**config.mk**
```make
export PLATFORM = sky130hd
export DESIGN_NAME = cpm_fifo_rd_unpack
export DESIGN_NICKNAME = d
export VERILOG_FILES = /design/src/rtl/cpm_rd_pkg.sv /design/src/rtl/cpm_fifo_rd_unpack.sv
export SDC_FILE = /design/constraint.sdc
export NUM_CORES = 1
export LEC_CHECK = 0
export CAP_MARGIN = 10
export CORE_MARGIN = 4
export CORE_UTILIZATION = 59
export CTS_BUF_LIST = sky130_fd_sc_hd__clkbuf_4
export CTS_CLUSTER_DIAMETER = 120
export CTS_CLUSTER_SIZE = 16
export DETAILED_ROUTE_END_ITERATION = 10
export DONT_BUFFER_PORTS = 1
export GPL_ROUTABILITY_DRIVEN = 0
export PLACE_DENSITY = 0.78
export SYNTH_ARGS = -nofsm -noshare
export SYNTH_HDL_FRONTEND = slang
export SYNTH_SLANG_ARGS = --single-unit
```
**constraint.sdc**
```tcl
create_clock -name clk -period 1.88 [get_ports clk]
set_input_delay 0.47 -clock clk [delete_from_list [all_inputs] [get_ports clk]]
set_output_delay 0.47 -clock clk [all_outputs]
set_load 0.005 [all_outputs]
```
**src/rtl/cpm_rd_pkg.sv**
```systemverilog
// rtl/cpm_rd_pkg.sv - shared state encoding and geometry helpers for the CPM FIFO read unpacker
package cpm_rd_pkg;

   typedef enum logic [2:0] {
      ST_IDLE = 3'd0,
      ST_POP  = 3'd1,
      ST_LOAD = 3'd2,
      ST_SEND = 3'd3,
      ST_DONE = 3'd4
   } rd_state_t;

   function automatic int calc_ratio(input int fifo_width, input int out_width);
      return fifo_width / out_width;
   endfunction

   // A single-subword word still needs a 1-bit index to keep the vectors legal.
   function automatic int calc_idx_width(input int ratio);
      return (ratio > 1) ? $clog2(ratio) : 1;
   endfunction

endpackage

```
**src/rtl/cpm_fifo_rd_unpack.sv**
```systemverilog
// rtl/cpm_fifo_rd_unpack.sv - pops wide CPM FIFO words and streams them LSB-subword-first
module cpm_fifo_rd_unpack
   import cpm_rd_pkg::*;
#(
   parameter int FIFO_WIDTH = 64,
   parameter int OUT_WIDTH  = 16,
   parameter int LEN_WIDTH  = 12
)(
   input  logic                  clk,
   input  logic                  rst_n,
   input  logic                  Reset,
   input  logic                  start,
   input  logic [LEN_WIDTH-1:0]  cfg_len,
   output logic                  busy,
   output logic                  done,
   input  logic                  fifo_empty,
   output logic                  fifo_pop,
   input  logic [FIFO_WIDTH-1:0] fifo_data_out,
   output logic                  out_valid,
   input  logic                  out_ready,
   output logic [OUT_WIDTH-1:0]  out_data,
   output logic                  out_last
);

   localparam int RATIO     = calc_ratio(FIFO_WIDTH, OUT_WIDTH);
   localparam int IDX_WIDTH = calc_idx_width(RATIO);
   localparam logic [IDX_WIDTH-1:0] LAST_IDX = IDX_WIDTH'(RATIO - 1);

   rd_state_t             state;
   rd_state_t             state_nxt;
   logic [FIFO_WIDTH-1:0] word_buf;
   logic [LEN_WIDTH-1:0]  remaining;
   logic [IDX_WIDTH-1:0]  sub_idx;
   logic [OUT_WIDTH-1:0]  subword [RATIO];
   logic                  last_sub;

   for (genvar g = 0; g < RATIO; g++) begin : g_split
      assign subword[g] = word_buf[g*OUT_WIDTH +: OUT_WIDTH];
   end

   assign last_sub = (remaining == LEN_WIDTH'(1));

   always_comb begin
      state_nxt = state;
      busy      = (state != ST_IDLE);
      done      = 1'b0;
      fifo_pop  = 1'b0;
      out_valid = 1'b0;
      out_data  = '0;
      out_last  = 1'b0;
      case (state)
         ST_IDLE: begin
            if (start) state_nxt = (cfg_len != '0) ? ST_POP : ST_DONE;
         end
         ST_POP: begin
            if (!fifo_empty) begin
               fifo_pop  = 1'b1;
               state_nxt = ST_LOAD;
            end
         end
         ST_LOAD: state_nxt = ST_SEND;
         ST_SEND: begin
            out_valid = 1'b1;
            out_data  = subword[sub_idx];
            out_last  = last_sub;
            if (out_ready) begin
               if (last_sub)                state_nxt = ST_DONE;
               else if (sub_idx == LAST_IDX) state_nxt = ST_POP;
            end
         end
         ST_DONE: begin
            done      = 1'b1;
            state_nxt = ST_IDLE;
         end
         default: state_nxt = ST_IDLE;
      endcase
   end

   // Both reset forms abandon the transfer outright; a popped word is simply lost.
   always_ff @(posedge clk or negedge rst_n) begin
      if (!rst_n) begin
         state     <= ST_IDLE;
         word_buf  <= '0;
         remaining <= '0;
         sub_idx   <= '0;
      end else if (Reset) begin
         state     <= ST_IDLE;
         word_buf  <= '0;
         remaining <= '0;
         sub_idx   <= '0;
      end else begin
         state <= state_nxt;
         case (state)
            ST_IDLE: begin
               if (start) begin
                  remaining <= cfg_len;
                  sub_idx   <= '0;
               end
            end
            ST_LOAD: word_buf <= fifo_data_out;
            ST_SEND: begin
               if (out_ready) begin
                  remaining <= remaining - LEN_WIDTH'(1);
                  sub_idx   <= (sub_idx == LAST_IDX) ? '0 : sub_idx + IDX_WIDTH'(1);
               end
            end
            default: ;
         endcase
      end
   end

endmodule

```
-- After elaboration in Yosys (flattened, before gate mapping)
Cells that the tools add are included.
- register bits: 81
- latch bits: 0
- bits in writable memories: 0
- ROM bits: 0
- input bits: 82
- memories: 0
- add/sub/neg operators: 2
- multiply operators: 0
- divide/modulo/power cells: 0
- $lt $le $gt $ge: 1
- equality and inequality tests: 10
- shift operators: 0
- muxes and demuxes: 28
- bitwise logic cells: 1
- reduce and logical (&&, ||, !) cells: 7
- operator list (cell ; number):
    $mux W64 ; 2
    $mux W16 ; 3
    $mux W12 ; 3
    $bmux W16 S2 ; 1
    $pmux W12 S2 ; 1
    $mux W3 ; 7
    $eq A12 B1 Y1 const B ; 1
    $pmux W3 S4 ; 1
    $reduce_bool A12 Y1 ; 1
    $sub A12 B1 Y12 const B ; 1
    $ne A3 B3 Y1 const B ; 3
    $mux W2 ; 4
    $eq A3 B2 Y1 const B ; 2
    $reduce_bool A3 Y1 ; 2
    $mux W1 ; 5
    $ne A4 B4 Y1 const B ; 1
    $pmux W2 S2 ; 1
    $reduce_and A4 Y1 ; 1
    $eq A3 B1 Y1 const B ; 1
    $eq A3 B3 Y1 const B ; 1
    $ge A3 B3 Y1 const B ; 1
    $logic_not A3 Y1 ; 1
    $not A2 Y3 ; 1
    $reduce_and A3 Y1 ; 1
    other kinds (3) ; 3

-- Depth between registers and ports, before layout
- depth after elaboration: 6
- depth in mapped cells: 7
- mapped depth without buffers: 6

-- Least setup slack after synthesis
OpenSTA, ideal clock, no wires.
- kind: register to output
- start: register sub_idx[0]
- end: output out_data[10]
- arrival time: 1484 ps
- data required time: 1410 ps
- setup slack: -74 ps
- stages on the path, launching flop included: 5
- cell sequence: dfrtp_1 > buf_2 > buf_4 > mux4_2 > and2_1
- cells in the longest elaborated chain, start to end: 5
- ends and longest elaborated chain (item ; RTL line ; text):
    start: declaration ; cpm_fifo_rd_unpack.sv:33 ; logic [IDX_WIDTH-1:0] sub_idx;
    start signal: assignment ; cpm_fifo_rd_unpack.sv:104 ; sub_idx <= (sub_idx == LAST_IDX) ? '0 : sub_idx + IDX_WIDTH'(1);
    $not A2 Y3 (implied by the code) ; cpm_fifo_rd_unpack.sv:64 ; out_data = subword[sub_idx];
    $bmux W16 S2 ; cpm_fifo_rd_unpack.sv:64 ;
    $mux W16 (implied by the code) (2 in series) ; cpm_fifo_rd_unpack.sv:64 ;
    $mux W16 ; cpm_fifo_rd_unpack.sv:51 ; case (state)
    end: declaration ; cpm_fifo_rd_unpack.sv:21 ; output logic [OUT_WIDTH-1:0] out_data,
Every way passes these cells. The select of a mux whose other input is x is not followed.

-- Worst setup path after layout
- start: register sub_idx[0]
- end: output out_data[14]
The elaborated chain is that of the path after synthesis.

==> run summary <==
Summing every instance area after synthesis gives 0.00388 mm2. The first global-routing pass estimated 15.4 mm of wire. The design draws 0.00542 W. Data on the critical path arrives at its endpoint at 1.71 ns.

The post-placement cell count came out at 395. The number of global-route vias before repair is 2,918. Broken down by cell family, the worst path's largest delay share belongs to multiplexers. The insertion delay of the later-clocked pin in the worst-skew pair came out at 0.43 ns.

The tightest slew margin relative to the limit came out at 0.535. The routed via count is 2,921. The flow ran to the end, but the final reports show violations. The maximum vdd drop came out at 866 uV. The number of warnings printed during yosys synthesis is 0. The checks that failed: hold timing, setup timing. The aggregate negative setup slack is -4.56 ns. The maximum level of the CTS H-tree came out at 3. The number of failing hold endpoints at the final stage is 81. CTS placed an instance of sky130_fd_sc_hd__clkbuf_4 at the clock tree root. Setup repair after global routing could not meet its margin everywhere. The required time of the critical path is 1.41 ns.

The number of nets in the synthesized netlist is 410. Measured along the y axis, the die boundary spans 89.1 um. The longest individual stage delay on the worst path came out at 0.50 ns. The share of async-settable or async-resettable flops after synthesis is 1.00.

The simple-gate share of the synthesized area came out at 0.113. In this run the core area contains 29 standard-cell rows. For this block, the initial DRC count from the detailed router was 223. The largest family of logic cells by synthesized area is compound AO/OA/AOI/OAI gates. Among all flip-flop cells after synthesis, the most frequent one is sky130_fd_sc_hd__dfrtp_1. Summed over all layers, the global routing overflow is 0. Detailed placement finished with a half-perimeter wire length of 6.30 mm. The total length of routed wires came out at 9.79 mm. The area share of the largest cell type after synthesis is 0.522. The standby leakage power came out at 2.04 nW.

Entering global routing, the biggest net connects 82 pins. Along the worst path, the maximum fanout reaches 9. The global-route usage over all layers came out at 0.260. The number of flops mapped to enable cells by yosys came out at 0. The path category of the worst min-delay check is in2async. The routed wirelength normalized by instance count came out at 22.8 um.

The synthesized instance count is 325. Using the TritonRoute via totals, the vias-per-cell ratio works out to 6.81. The final standard cell count with taps included and fillers excluded is 429. A synthesized cell averages 11.9 um2. The final count of pins violating max slew is 0. By area the synthesized netlist is led by sky130_fd_sc_hd__dfrtp_1, sky130_fd_sc_hd__a22o_1, sky130_fd_sc_hd__mux4_2.

The worst setup path is launched from a flop. In the final design database the tool counted 433 nets. Walking the worst path, the cells encountered are buf_12 > mux4_2 > and2_4. The length of the first detailed-routing pass in iterations is 4. The number of design rule violations left after detail routing is 0. The peak clock frequency supported by timing came out at 459 MHz. The minimum hold slack is -0.285 ns. The fraction of the yosys area taken by sequential cells is 0.522.

The fraction of the mapped netlist area in compound gates is 0.218. The slowest library cell on the worst path is sky130_fd_sc_hd__mux4_2. The worst path buffer plus inverter count is 1. The die width is 89.1 um. The portion of synthesized area spent on multiplexers is 0.0983. The number of fillers in the final layout is 442. The count of antenna-violating nets left after detailed routing came out at 0. The share of the clock period used by the worst path after layout is 1.16. The total die area is 0.00795 mm2. The synthesized flop and latch total is 81. Counting instances in the post-synthesis netlist gives the leading cell types as sky130_fd_sc_hd__dfrtp_1, sky130_fd_sc_hd__a22o_1, sky130_fd_sc_hd__o21ai_0, sky130_fd_sc_hd__buf_2.

The number of failing setup endpoints in the final timing report is 18. The number of max-cap violations is 0. The TritonCTS clock tree is done.

The clock-pin slew of the registers on the worst-case setup and hold paths is 0.13 ns. On the final layout, the worst clock skew is 0.0193 ns. The slack of the critical path is -0.297 ns. The starting utilization of the core area is 0.608. sky130_fd_sc_hd__dfrtp_1 is the most common cell in the netlist. For this design the ratio of total power to cell area is 1190 mW/mm2. The number of sinks on the clock net is 81. For this design the top-level I/O count stands at 103. The post-synthesis share of cell area spent on full adders, half adders and majority gates came out at 0.00966. The maximum clock insertion buffer count is 2.

The number of diodes came out at 0. The critical setup path kind is reg2out. From synthesis to final layout, the design area changed by 17.3%. Counting the buffers created by CTS gives 9. The number of distinct library cells after synthesis came out at 40.

The count of buffers added on input and output ports is 0. The transition time at the pin with the least slew margin is 0.696 ns. Of the total synthesized cell area, the portion taken by XOR and XNOR cells is 0. The cell type contributing the most total cell area after synthesis is sky130_fd_sc_hd__dfrtp_1. Of the cells placed in the final design, the portion with a size suffix greater than 1 is 0.327. STA classifies the critical path endpoint as an output pin. The number of antenna violations at the first check in global routing came out at 0. The standard cell core area is 0.00639 mm2.

Counting I/O delays and the setup requirement, the final critical path takes 2.18 ns.
layer usage:
layer | GRT usage | part of all wire | routed length, um | vias up
li1 | - | - | - | 1299
met1 | 0.354 | 0.40 | 3910 | 1472
met2 | 0.405 | 0.50 | 4870 | 129
met3 | 0.0802 | 0.086 | 840 | 21
met4 | 0.0825 | 0.018 | 176 | 0
met5 | 0 | 0 | 0 | -
area by class of cell:
| class | instances | area (um2) | area share |
|---|---|---|---|
| clock buffers | 9 | 67.6 | 0.0148 |
| clock inverters | 6 | 108 | 0.0236 |
| inverters | 6 | 27.5 | 0.00604 |
| multi-input cells | 213 | 1870 | 0.410 |
| flip-flops and latches | 81 | 2030 | 0.446 |
| well taps | 77 | 96.3 | 0.0212 |
| repair buffers | 37 | 354 | 0.0777 |
what timing repair did:
item | in CTS | in global routing
gates resized for setup | 43 | 11
setup endpoints to repair | 34 | 73
pin swaps | 14 | 10
endpoints found under the hold margin | 81 | 81
buffers inserted | 12 | 7
cloned | 0 | 1
placed cells by master (no fill, tap or decap), types with 2 or more instances in the layout:
cell type / instances
sky130_fd_sc_hd__nor2_2: 4
sky130_fd_sc_hd__and3_1: 5
sky130_fd_sc_hd__nor4_1: 4
sky130_fd_sc_hd__nor3_2: 3
sky130_fd_sc_hd__buf_4: 26
sky130_fd_sc_hd__mux4_2: 16
sky130_fd_sc_hd__and2_4: 16
sky130_fd_sc_hd__o21ai_1: 6
sky130_fd_sc_hd__inv_1: 4
sky130_fd_sc_hd__clkbuf_4: 9
sky130_fd_sc_hd__dfrtp_2: 4
sky130_fd_sc_hd__nor2_1: 11
sky130_fd_sc_hd__nand4_1: 3
sky130_fd_sc_hd__ha_1: 3
sky130_fd_sc_hd__a21oi_1: 14
sky130_fd_sc_hd__bufinv_16: 3
sky130_fd_sc_hd__o31ai_1: 3
sky130_fd_sc_hd__nor3b_1: 2
sky130_fd_sc_hd__clkinv_2: 2
sky130_fd_sc_hd__inv_4: 2
sky130_fd_sc_hd__o21ai_0: 18
sky130_fd_sc_hd__buf_12: 4
sky130_fd_sc_hd__buf_6: 7
sky130_fd_sc_hd__nand2_1: 5
sky130_fd_sc_hd__nand3_1: 5
sky130_fd_sc_hd__nor2b_1: 3
sky130_fd_sc_hd__a22o_1: 64
sky130_fd_sc_hd__nor3_4: 2
sky130_fd_sc_hd__dfrtp_1: 77
sky130_fd_sc_hd__nand3_4: 2
sky130_fd_sc_hd__nor2_4: 3
sky130_fd_sc_hd__nor3_1: 3
final timing paths:
path,cells past startpoint,from,to,slack [ns]
max,3,sub_idx[0],out_data[14],-0.30
min,0,rst_n,state[1],-0.28
max reg2reg,7,state[1],state[0],0.02
min reg2reg,1,word_buf[63],word_buf[63],0.51
max in group asynchronous,0,rst_n,word_buf[33],2.02
min in group clk,1,Reset,remaining[1],0.13
through the flow:
stage	area, um2	hold slack, ns	util	setup slack (ns)
floorplan	3890	0.174	-	0.00861
global placement	4060	0.178	0.635	-0.0156
detailed placement	4060	0.177	0.635	-0.0949
CTS	4470	-0.306	0.699	-0.338
global route	4550	-0.326	0.713	-0.369
finish	4550	-0.285	0.713	-0.297
kinds of logic after synthesis:
group | count (synthesis)
AO/OA/AOI/OAI | 114
flip-flops | 81
AND/OR/NAND/NOR | 77
buffers and inverters | 32
multiplexers | 18
adder cells (fa/ha/maj) | 3
registers in the layout (all words and copies together) (netlist names):
register and cells:
word_buf 64, remaining 12, state 3, sub_idx 2
power by group:
group	total [W]	switching, W	internal [W]
combinational	0.00184	0.000909	0.000926
sequential	0.00232	0.000255	0.00207
clock	0.00127	0.000607	0.000662
total	0.00542	0.00177	0.00365
Note: power is estimated with default switching activity, not from simulation.
